===== config.mk =====
export PLATFORM = sky130hd
export DESIGN_NAME = dot_accum_flat
export DESIGN_NICKNAME = d
export VERILOG_FILES = /design/src/rtl/dot_accum_if.sv /design/src/rtl/dot_accum.sv /design/src/flat_wrapper.sv
export SDC_FILE = /design/constraint.sdc
export NUM_CORES = 1
export LEC_CHECK = 0
export ABC_AREA = 0
export CAP_MARGIN = 20
export CORE_UTILIZATION = 50
export DETAILED_ROUTE_END_ITERATION = 8
export PLACE_DENSITY = 0.78
export SLEW_MARGIN = 30
export SYNTH_ARGS = -nofsm -noshare
export SYNTH_HDL_FRONTEND = slang
export SYNTH_SLANG_ARGS = --single-unit

===== constraint.sdc =====
create_clock -name clk -period 7.8 [get_ports clk]
set_clock_uncertainty 0.1 [all_clocks]
set_input_delay 2.34 -clock clk [delete_from_list [all_inputs] [get_ports clk]]
set_output_delay 2.34 -clock clk [all_outputs]
set_load 0.05 [all_outputs]

===== src/rtl/dot_accum_if.sv =====
// rtl/dot_accum_if.sv - product input stream and result output port of dot_accum
interface dot_accum_if #(
  parameter int BIT_WIDTH = 8,
  parameter int ACC_WIDTH = 32,
  parameter int CNT_WIDTH = 16
);
  logic                   in_valid;
  logic                   in_ready;
  logic [2*BIT_WIDTH-1:0] in_product;
  logic                   in_last;
  logic                   out_valid;
  logic                   out_ready;
  logic [ACC_WIDTH-1:0]   out_sum;
  logic [CNT_WIDTH-1:0]   out_count;
  logic                   out_ovf;

  modport master (
    output in_valid, in_product, in_last, out_ready,
    input  in_ready, out_valid, out_sum, out_count, out_ovf
  );

  modport slave (
    input  in_valid, in_product, in_last, out_ready,
    output in_ready, out_valid, out_sum, out_count, out_ovf
  );
endinterface


===== src/rtl/dot_accum.sv =====
// rtl/dot_accum.sv - saturating per-vector sum of multiplier products with a registered result port
module dot_accum #(
  parameter int BIT_WIDTH = 8,
  parameter int ACC_WIDTH = 32,
  parameter int CNT_WIDTH = 16
) (
  input  logic        clk,
  input  logic        rst_n,
  input  logic        flush,
  dot_accum_if.slave  bus
);
  localparam int PW = 2 * BIT_WIDTH;

  typedef enum logic {EMPTY, PARTIAL} state_e;

  state_e               state_q;
  logic [ACC_WIDTH-1:0] acc_q;
  logic [CNT_WIDTH-1:0] cnt_q;
  logic                 ovf_q;
  logic [ACC_WIDTH-1:0] out_sum_q;
  logic [CNT_WIDTH-1:0] out_cnt_q;
  logic                 out_ovf_q;
  logic                 out_valid_q;

  logic                 in_ready;
  logic                 accept;
  logic [ACC_WIDTH:0]   sum_wide;
  logic [ACC_WIDTH-1:0] acc_d;
  logic [CNT_WIDTH-1:0] cnt_d;
  logic                 ovf_d;

  // Stall every beat while an unconsumed result sits in the output register.
  assign in_ready = !out_valid_q || bus.out_ready;
  assign accept   = bus.in_valid && in_ready && !flush;

  always_comb begin
    sum_wide = {1'b0, acc_q} + {{(ACC_WIDTH + 1 - PW){1'b0}}, bus.in_product};
    acc_d    = sum_wide[ACC_WIDTH] ? {ACC_WIDTH{1'b1}} : sum_wide[ACC_WIDTH-1:0];
    ovf_d    = ovf_q | sum_wide[ACC_WIDTH];
    if (state_q == EMPTY) begin
      cnt_d = {{(CNT_WIDTH-1){1'b0}}, 1'b1};
    end else if (&cnt_q) begin
      cnt_d = cnt_q;
    end else begin
      cnt_d = cnt_q + 1'b1;
    end
  end

  // Reset is active-high even though the port is called rst_n.
  always_ff @(posedge clk or posedge rst_n) begin
    if (rst_n) begin
      state_q     <= EMPTY;
      acc_q       <= '0;
      cnt_q       <= '0;
      ovf_q       <= 1'b0;
      out_sum_q   <= '0;
      out_cnt_q   <= '0;
      out_ovf_q   <= 1'b0;
      out_valid_q <= 1'b0;
    end else begin
      if (flush) begin
        state_q <= EMPTY;
        acc_q   <= '0;
        cnt_q   <= '0;
        ovf_q   <= 1'b0;
      end else if (accept) begin
        if (bus.in_last) begin
          state_q   <= EMPTY;
          acc_q     <= '0;
          cnt_q     <= '0;
          ovf_q     <= 1'b0;
          out_sum_q <= acc_d;
          out_cnt_q <= cnt_d;
          out_ovf_q <= ovf_d;
        end else begin
          state_q <= PARTIAL;
          acc_q   <= acc_d;
          cnt_q   <= cnt_d;
          ovf_q   <= ovf_d;
        end
      end

      if (accept && bus.in_last) begin
        out_valid_q <= 1'b1;
      end else if (bus.out_ready) begin
        out_valid_q <= 1'b0;
      end
    end
  end

  assign bus.in_ready  = in_ready;
  assign bus.out_valid = out_valid_q;
  assign bus.out_sum   = out_sum_q;
  assign bus.out_count = out_cnt_q;
  assign bus.out_ovf   = out_ovf_q;
endmodule


===== src/flat_wrapper.sv =====
// flat-port wrapper written by rule: the top's interface ports become plain ports
module dot_accum_flat 
#(
  parameter int BIT_WIDTH = 8,
  parameter int ACC_WIDTH = 32,
  parameter int CNT_WIDTH = 16
)
  (clk, rst_n, flush, bus_in_valid, bus_in_product, bus_in_last, bus_out_ready, bus_in_ready, bus_out_valid, bus_out_sum, bus_out_count, bus_out_ovf);
  dot_accum_if #(.BIT_WIDTH(BIT_WIDTH), .ACC_WIDTH(ACC_WIDTH), .CNT_WIDTH(CNT_WIDTH)) bus_i ();
  input  logic clk;
  input  logic rst_n;
  input  logic flush;
  input wire logic [$bits(bus_i.in_valid)-1:0] bus_in_valid;
  input wire logic [$bits(bus_i.in_product)-1:0] bus_in_product;
  input wire logic [$bits(bus_i.in_last)-1:0] bus_in_last;
  input wire logic [$bits(bus_i.out_ready)-1:0] bus_out_ready;
  output wire logic [$bits(bus_i.in_ready)-1:0] bus_in_ready;
  output wire logic [$bits(bus_i.out_valid)-1:0] bus_out_valid;
  output wire logic [$bits(bus_i.out_sum)-1:0] bus_out_sum;
  output wire logic [$bits(bus_i.out_count)-1:0] bus_out_count;
  output wire logic [$bits(bus_i.out_ovf)-1:0] bus_out_ovf;
  assign bus_i.in_valid = bus_in_valid;
  assign bus_i.in_product = bus_in_product;
  assign bus_i.in_last = bus_in_last;
  assign bus_i.out_ready = bus_out_ready;
  assign bus_in_ready = bus_i.in_ready;
  assign bus_out_valid = bus_i.out_valid;
  assign bus_out_sum = bus_i.out_sum;
  assign bus_out_count = bus_i.out_count;
  assign bus_out_ovf = bus_i.out_ovf;
  dot_accum #(.BIT_WIDTH(BIT_WIDTH), .ACC_WIDTH(ACC_WIDTH), .CNT_WIDTH(CNT_WIDTH)) u_core (.clk(clk), .rst_n(rst_n), .flush(flush), .bus(bus_i));
endmodule

== After elaboration in Yosys (flattened, before gate mapping) ==
Cells that the tools add are included.

* RAM bits: 0
* Bits in latches: 0
* Output and inout bits: 51
* Memory bits (read-only): 0
* Memories kept: 0
* Register bits: 100
* Logic and storage cells: 39
* Input bits: 22

* Multiplexer cells: 17
* Div/mod/pow operators: 0
* Reduce and logical (&&, ||, !) cells: 10
* Add/sub/neg operators: 2
* Shift-type cells: 0
* Multiply operators: 0
* Order comparisons: 0
* Equal/unequal tests: 0
* Bitwise gates (word level): 2

{| class="wikitable"
|+ Operators with widths
! operator !! count
|-
| 32-bit 2-to-1 mux || 4
|-
| 16-bit 2-to-1 mux || 5
|-
| 32-bit by 16-bit adder with 33-bit output || 1
|-
| 16-bit by 1-bit adder with 16-bit output, second input constant || 1
|-
| 16-bit AND reduction || 1
|-
| 1-bit 2-to-1 mux || 8
|-
| 2-bit nonzero test || 2
|-
| 1-bit logical AND || 3
|-
| 3-bit AND reduction || 1
|-
| 1-bit logical NOT || 2
|-
| 1-bit logical OR || 1
|-
| 1-bit NOT || 1
|-
| 1-bit bitwise OR || 1
|}

== Depth between registers and ports, before layout ==
Gate-level depths: netlist (run 1).

* Depth in word-level cells: 6
* Gate-level depth with buffers: 10
* Gate-level depth less buffers: 9

== Least setup slack after synthesis (run 1) ==
No wires, ideal clock.

* Path type: input-to-output
* From: in bus_out_ready
* To: out bus_in_ready
* Required time: 5.360 ns
* Buffers on the path: 0
* Arrival: 2.793 ns
* Slack: 2.567 ns
* Cell stages on the path: 1
* Path through: nand2b_1

* Word-level cells in the longest chain between the ends: 1

{| class="wikitable"
|+ RTL lines
! item !! line !! source
|-
| start, declared || flat_wrapper.sv:16 || <nowiki>input wire logic [$bits(bus_i.out_ready)-1:0] bus_out_ready;</nowiki>
|-
| 1-bit logical OR || dot_accum.sv:33 || <nowiki>assign in_ready = !out_valid_q || bus.out_ready;</nowiki>
|-
| end, declared || flat_wrapper.sv:17 || <nowiki>output wire logic [$bits(bus_i.in_ready)-1:0] bus_in_ready;</nowiki>
|}

Every way passes these cells.

== Worst setup path after layout (run 1) ==
Ends and elaborated chain as after synthesis.

==> results.cfg, run 1 <==
[synth]
netlist_instances = 616
syn_area_per_cell_sq_um = 8.93
synth-seq-cells = 100
async_flop_share_pct = 100
synth_edf_count = 0
seq_area_frac_synth_pct = 45.5
yosys_most_used_dff = dfrtp_1
synthesis.nets = 656
ys_types = 62
syn_area_sq_um = 5500
ys_warn_count = 0

[route]
vias = 4813
first_pass_iters = 5
detail-route-antenna-nets = 0
drc = 0
vias_per_cell = 5.97
routed_wl_microns = 13000
drt_iter0_drc = 275
wire_per_inst_microns = 16.1

[critical_path]
path_delay_family = buffers and inverters
slowest_delay_ns = 0.84
crit_top_cell = clkdlybuf4s50_1
cpMaxStageDelayCell = clkdlybuf4s50_1
startpoint_type = primary input
r2r_end = u_core.acc_q[17]$_DFFE_PP0P_
cp_num_buf_inv = 2
reg2regPathDepth = 9
crit_fanout = 4
endpoint_kind = output port
crit_chain = clkdlybuf4s50_1 > nand2b_1 > clkdlybuf4s50_1
regToRegSetupSlack_ns = 4.44
r2r_start = u_core.acc_q[0]$_DFFE_PP0P_
worstPathArrival_ns = 3.82
crit_type = in -> out
cp.required_ns = 5.36

[hold_path]
min_to = u_core.bus.out_count[11]$_DFFE_PP0P_
worstHoldStart = u_core.bus.out_count[11]$_DFFE_PP0P_
hold_path.class = reg -> reg
hold_path_depth = 2

[clock_network]
clkTransAtPathRegs_ns = 0.09
cts.sinks = 100
cts_hold_buf = 0
clk_latency_ns = 0.37
h-tree-depth = 3
postCtsSetupBuffers = 0
cts_resized = 0
cts_buffers = 9
cts_tree = yes
root_buffer = clkbuf_8
cts_max_path_buffers = 2

[global_routing]
grt_max_degree = 68
groute.usage.overall_pct = 24.2
antenna_found_initial = 0
grt_pass1_vias = 4631
grt_pass1_wl_microns = 22100
gr-total-overflow = 0

[sta]
clock.fmax_mhz = 160
slew_viol_final = 0
final_hold_viol_count = 0
setup_viol = 0
tightestPinTransition_ns = 0.976
finalCriticalPeriod_ns = 6.26
slew_headroom_pct = 34.9
post-route-period-util_pct = 80.3
rsz0062_at_grt = false
finalSetupTns_ns = 0

[placement]
io_buffers = 72
dpl.hpwl_microns = 8970
placed_cells = 792
gp_congestion = 0.872

[layout]
final_cells = 806
layout_common_cells = dfrtp_1, nand2_1, clkdlybuf4s50_1
n_antenna_cell = 0
final_nets = 707
layout_commonest_cell = dfrtp_1
syn_to_final_growth_pct = 18.2
drive_gt1_share_pct = 5.22

[die]
initial_core_util_pct = 52.4
die_w_microns = 107
die_area_sq_um = 11400
row_count = 37
core_sq_um = 10500
io_pins = 73
die_h_microns = 107

[flow_run]
drv_cap = 0

[status]
status = finished, final reports clean

[pwr]
peakVddDrop_mv = 0.119
p_total_mw = 1.29
power_density_nw_per_um2 = 198
power_leakage_nw = 2.88
## cells in the mapped netlist, types with 4 or more instances
cell / count / area, sq um
a211oi_1: 4 / 30.0
a21o_1: 21 / 158
a21oi_1: 52 / 260
a22o_1: 4 / 35.0
a31oi_1: 22 / 138
and2_1: 5 / 31.3
and3_1: 7 / 43.8
buf_2: 12 / 60.1
clkbuf_1: 20 / 75.1
dfrtp_1: 100 / 2500
ha_1: 17 / 213
inv_1: 12 / 45.0
nand2_1: 86 / 323
nand2b_1: 4 / 25.0
nand3_1: 29 / 145
nor2_1: 46 / 173
nor3_1: 7 / 35.0
o211ai_1: 7 / 52.6
o21ai_0: 53 / 265
o21ai_1: 10 / 50.1
o2bb2ai_1: 5 / 43.8
o31ai_1: 5 / 37.5
or3_1: 4 / 25.0
xnor2_1: 13 / 114
xor2_1: 17 / 149
## sequential cells by signal (all words and copies together), names as in the netlist
| name | flops |
|---|---|
| u_core.state_q | 1 |
| u_core.bus.out_valid | 1 |
| u_core.acc_q | 32 |
| u_core.bus.out_sum | 32 |
| u_core.cnt_q | 16 |
| u_core.ovf_q | 1 |
| u_core.bus.out_ovf | 1 |
| u_core.bus.out_count | 16 |
## worst register-to-register path: stages (launching register included)
cell and delay (ns):
dfrtp_1 0.40, ha_1 0.23, fa_1 0.42, a21o_1 0.23, a221oi_2 0.40, o31a_1 0.27
a21boi_2 0.18, nand2_2 0.50, o21ai_0 0.18, a221o_1 0.35
## report_power, final
part | switching, mW | total [mW] | internal, mW
Clock | 0.175 | 0.384 | 0.209
Sequential | 0.0219 | 0.576 | 0.554
Combinational | 0.219 | 0.330 | 0.110
Total | 0.416 | 1.29 | 0.874
## per-stage QoR
step	hold slack (ns)	setup slack, ns	util [%]	instance area (sq um)
after floorplan	0.353	2.57	-	5500
after global placement	0.349	1.53	59.7	6280
after detailed placement	0.363	1.53	59.7	6280
after CTS	0.383	1.53	61.9	6500
after global routing	0.401	1.48	61.9	6510
final	0.374	1.54	61.9	6510
## logic make-up after synthesis
group / share of synthesized area [%]
AO/OA/AOI/OAI: 23.9
XOR/XNOR: 4.77
adder cells (fa/ha/maj): 4.23
buffers and inverters: 3.98
flip-flops: 45.5
multiplexers: 0.568
AND/OR/NAND/NOR: 17.0
## how the worst max path moves through the flow
| stage | startpoint | to | slack [ns] | depth (start not counted) |
|---|---|---|---|---|
| floorplan | bus_out_ready | bus_in_ready | 2.57 | 1 |
| global placement | bus_out_ready | bus_in_ready | 1.53 | 3 |
| detailed placement | bus_out_ready | bus_in_ready | 1.53 | 3 |
| CTS | bus_out_ready | bus_in_ready | 1.53 | 3 |
| global route | bus_out_ready | bus_in_ready | 1.48 | 3 |
| finish | bus_out_ready | bus_in_ready | 1.54 | 3 |
## metal layers
layer | global-route usage (%) | routed length (microns) | vias up | part of all wire (%)
li1 | - | - | 2321 | -
met1 | 33.3 | 5910 | 2306 | 45
met2 | 39.5 | 6260 | 164 | 48
met3 | 2.67 | 630 | 22 | 4.8
met4 | 9.39 | 204 | 0 | 1.6
met5 | 0 | 0 | - | 0
## final cells by class
type	instances	area, sq um
clock buffer	9	124
clock inverter	5	103
fill	923	4000
inverter	12	47.5
multi-input combinational	467	2800
sequential	100	2500
tap	136	170
timing repair buffer	77	758
No activity file was read; power rests on OpenSTA's default activity.
==> inputs of run 2 (changes only) <==
==> constraint.sdc (replaced) <==
create_clock -name clk -period 6.4 [get_ports clk]
set_clock_uncertainty 0.1 [all_clocks]
set_input_delay 1.92 -clock clk [delete_from_list [all_inputs] [get_ports clk]]
set_output_delay 1.92 -clock clk [all_outputs]
set_load 0.05 [all_outputs]
==> results.cfg, run 2 (synthesized netlist as in run 1, its figures left out) <==
[critical_path]
crit_fanout = 4
cp.required_ns = 4.38
startpoint_type = primary input
r2r_end = u_core.acc_q[17]$_DFFE_PP0P_
worstPathArrival_ns = 3.43
crit_type = in -> out
endpoint_kind = output port
r2r_start = u_core.acc_q[0]$_DFFE_PP0P_
reg2regPathDepth = 10
regToRegSetupSlack_ns = 3.17

[sta]
finalCriticalPeriod_ns = 5.45
fin_ws_ns = 0.946
finalSetupTns_ns = 0
tightestPinTransition_ns = 0.813
slew_viol_final = 0
setup_viol = 0
slew_headroom_pct = 45.3
rsz0062_at_grt = false
post-route-period-util_pct = 85.2
final_hold_viol_count = 0
clock.fmax_mhz = 183

[clock_network]
postCtsSetupBuffers = 0
cts.sinks = 100
cts_resized = 0
cts_hold_buf = 0
clkTransAtPathRegs_ns = 0.09
h-tree-depth = 3
clk_latency_ns = 0.36
cts_buffers = 9
cts_max_path_buffers = 2
cts_tree = yes
root_buffer = clkbuf_8

[die]
die_w_microns = 107
die_h_microns = 107
initial_core_util_pct = 52.4
io_pins = 73
die_area_sq_um = 11400
row_count = 37
core_sq_um = 10500

[placement]
dpl.hpwl_microns = 9140
gp_congestion = 0.902
placed_cells = 793
io_buffers = 72
place_area_sq_um = 6280
place_ws_ns = 0.952

[route]
first_pass_iters = 5
vias_per_cell = 6.03
vias = 4883
detail-route-antenna-nets = 0
wire_per_inst_microns = 16.5
routed_wl_microns = 13300
drt_iter0_drc = 319
drc = 0

[hold_path]
worstHoldStart = u_core.bus.out_count[4]$_DFFE_PP0P_
hold_path.class = reg -> reg
min_to = u_core.bus.out_count[4]$_DFFE_PP0P_
hold_path_depth = 2

[pwr]
power_density_nw_per_um2 = 228
power.switching_mw = 0.515
power_leakage_nw = 2.87
swShare_pct = 34.8
peakVddDrop_mv = 0.153
comb_power_share_pct = 27.3
power_frac_clock_pct = 25.2
pwr-share-seq_pct = 47.4
internal_power_mw = 0.966

[layout]
final_cells = 810
drive_gt1_share_pct = 5.64
n_antenna_cell = 0
layout_common_cells = dfrtp_1, nand2_1, clkdlybuf4s50_1
final_cell_area_sq_um = 6490
syn_to_final_growth_pct = 18.0
layout_commonest_cell = dfrtp_1
final_nets = 709

[flow_run]
drv_cap = 0

[global_routing]
grt_pass1_vias = 4831
antenna_found_initial = 0
gr-total-overflow = 0
grt_max_degree = 72
grt_pass1_wl_microns = 22700
groute.usage.overall_pct = 24.8

[status]
status = finished, final reports clean
## run 2: how the worst max path moves through the flow
stage / start / to / slack, ns / depth (start not counted)
floorplan: rst_n / u_core.acc_q[0]$_DFFE_PP0P_ / 1.76 / 1
finish: bus_out_ready / bus_in_ready / 0.95 / 3
detailed placement: bus_out_ready / bus_in_ready / 0.95 / 3
global placement: bus_out_ready / bus_in_ready / 0.98 / 3
CTS: bus_out_ready / bus_in_ready / 0.94 / 3
global route: bus_out_ready / bus_in_ready / 0.91 / 3
## run 2: routing by layer
metal | up-vias | GRT usage, % | routed length, microns
met5 | - | 0 | 0
met4 | 0 | 10.5 | 259
met3 | 21 | 2.86 | 519
met2 | 157 | 41.2 | 6530
met1 | 2387 | 32.9 | 6030
li1 | 2318 | - | -
## run 2: power by group through the flow
stage,clock [mW],combinational [mW],sequential [mW]
3_5_place_dp,0,0.400,0.715
3_3_place_gp,0,0.395,0.713
6_report,0.373,0.405,0.702
2_1_floorplan,0,0.139,0.845
4_1_cts,0.380,0.403,0.702
5_1_grt,0.400,0.435,0.709
## run 2: worst max-delay path, stage by stage
cell	delay, ns
clkdlybuf4s50_1	0.45
nand2b_1	0.22
clkdlybuf4s50_1	0.84
## run 2: area by class of cell
class                           count  area (sq um)
Tap cell                          136           170
Timing Repair Buffer               79           793
Clock inverter                      5          37.5
Multi-Input combinational cell    467          2800
Sequential cell                   100          2500
Fill cell                         946          4010
Inverter                           12          50.0
Clock buffer                       11           141
## run 2: stage by stage
step                      hold slack, ns  total power [mW]  util, %
after floorplan                    0.353             0.984        -
after global placement             0.349              1.11     59.8
after global routing               0.397              1.54     61.8
final                              0.373              1.48     61.8
after detailed placement           0.356              1.11     59.8
after CTS                          0.377              1.49     61.5
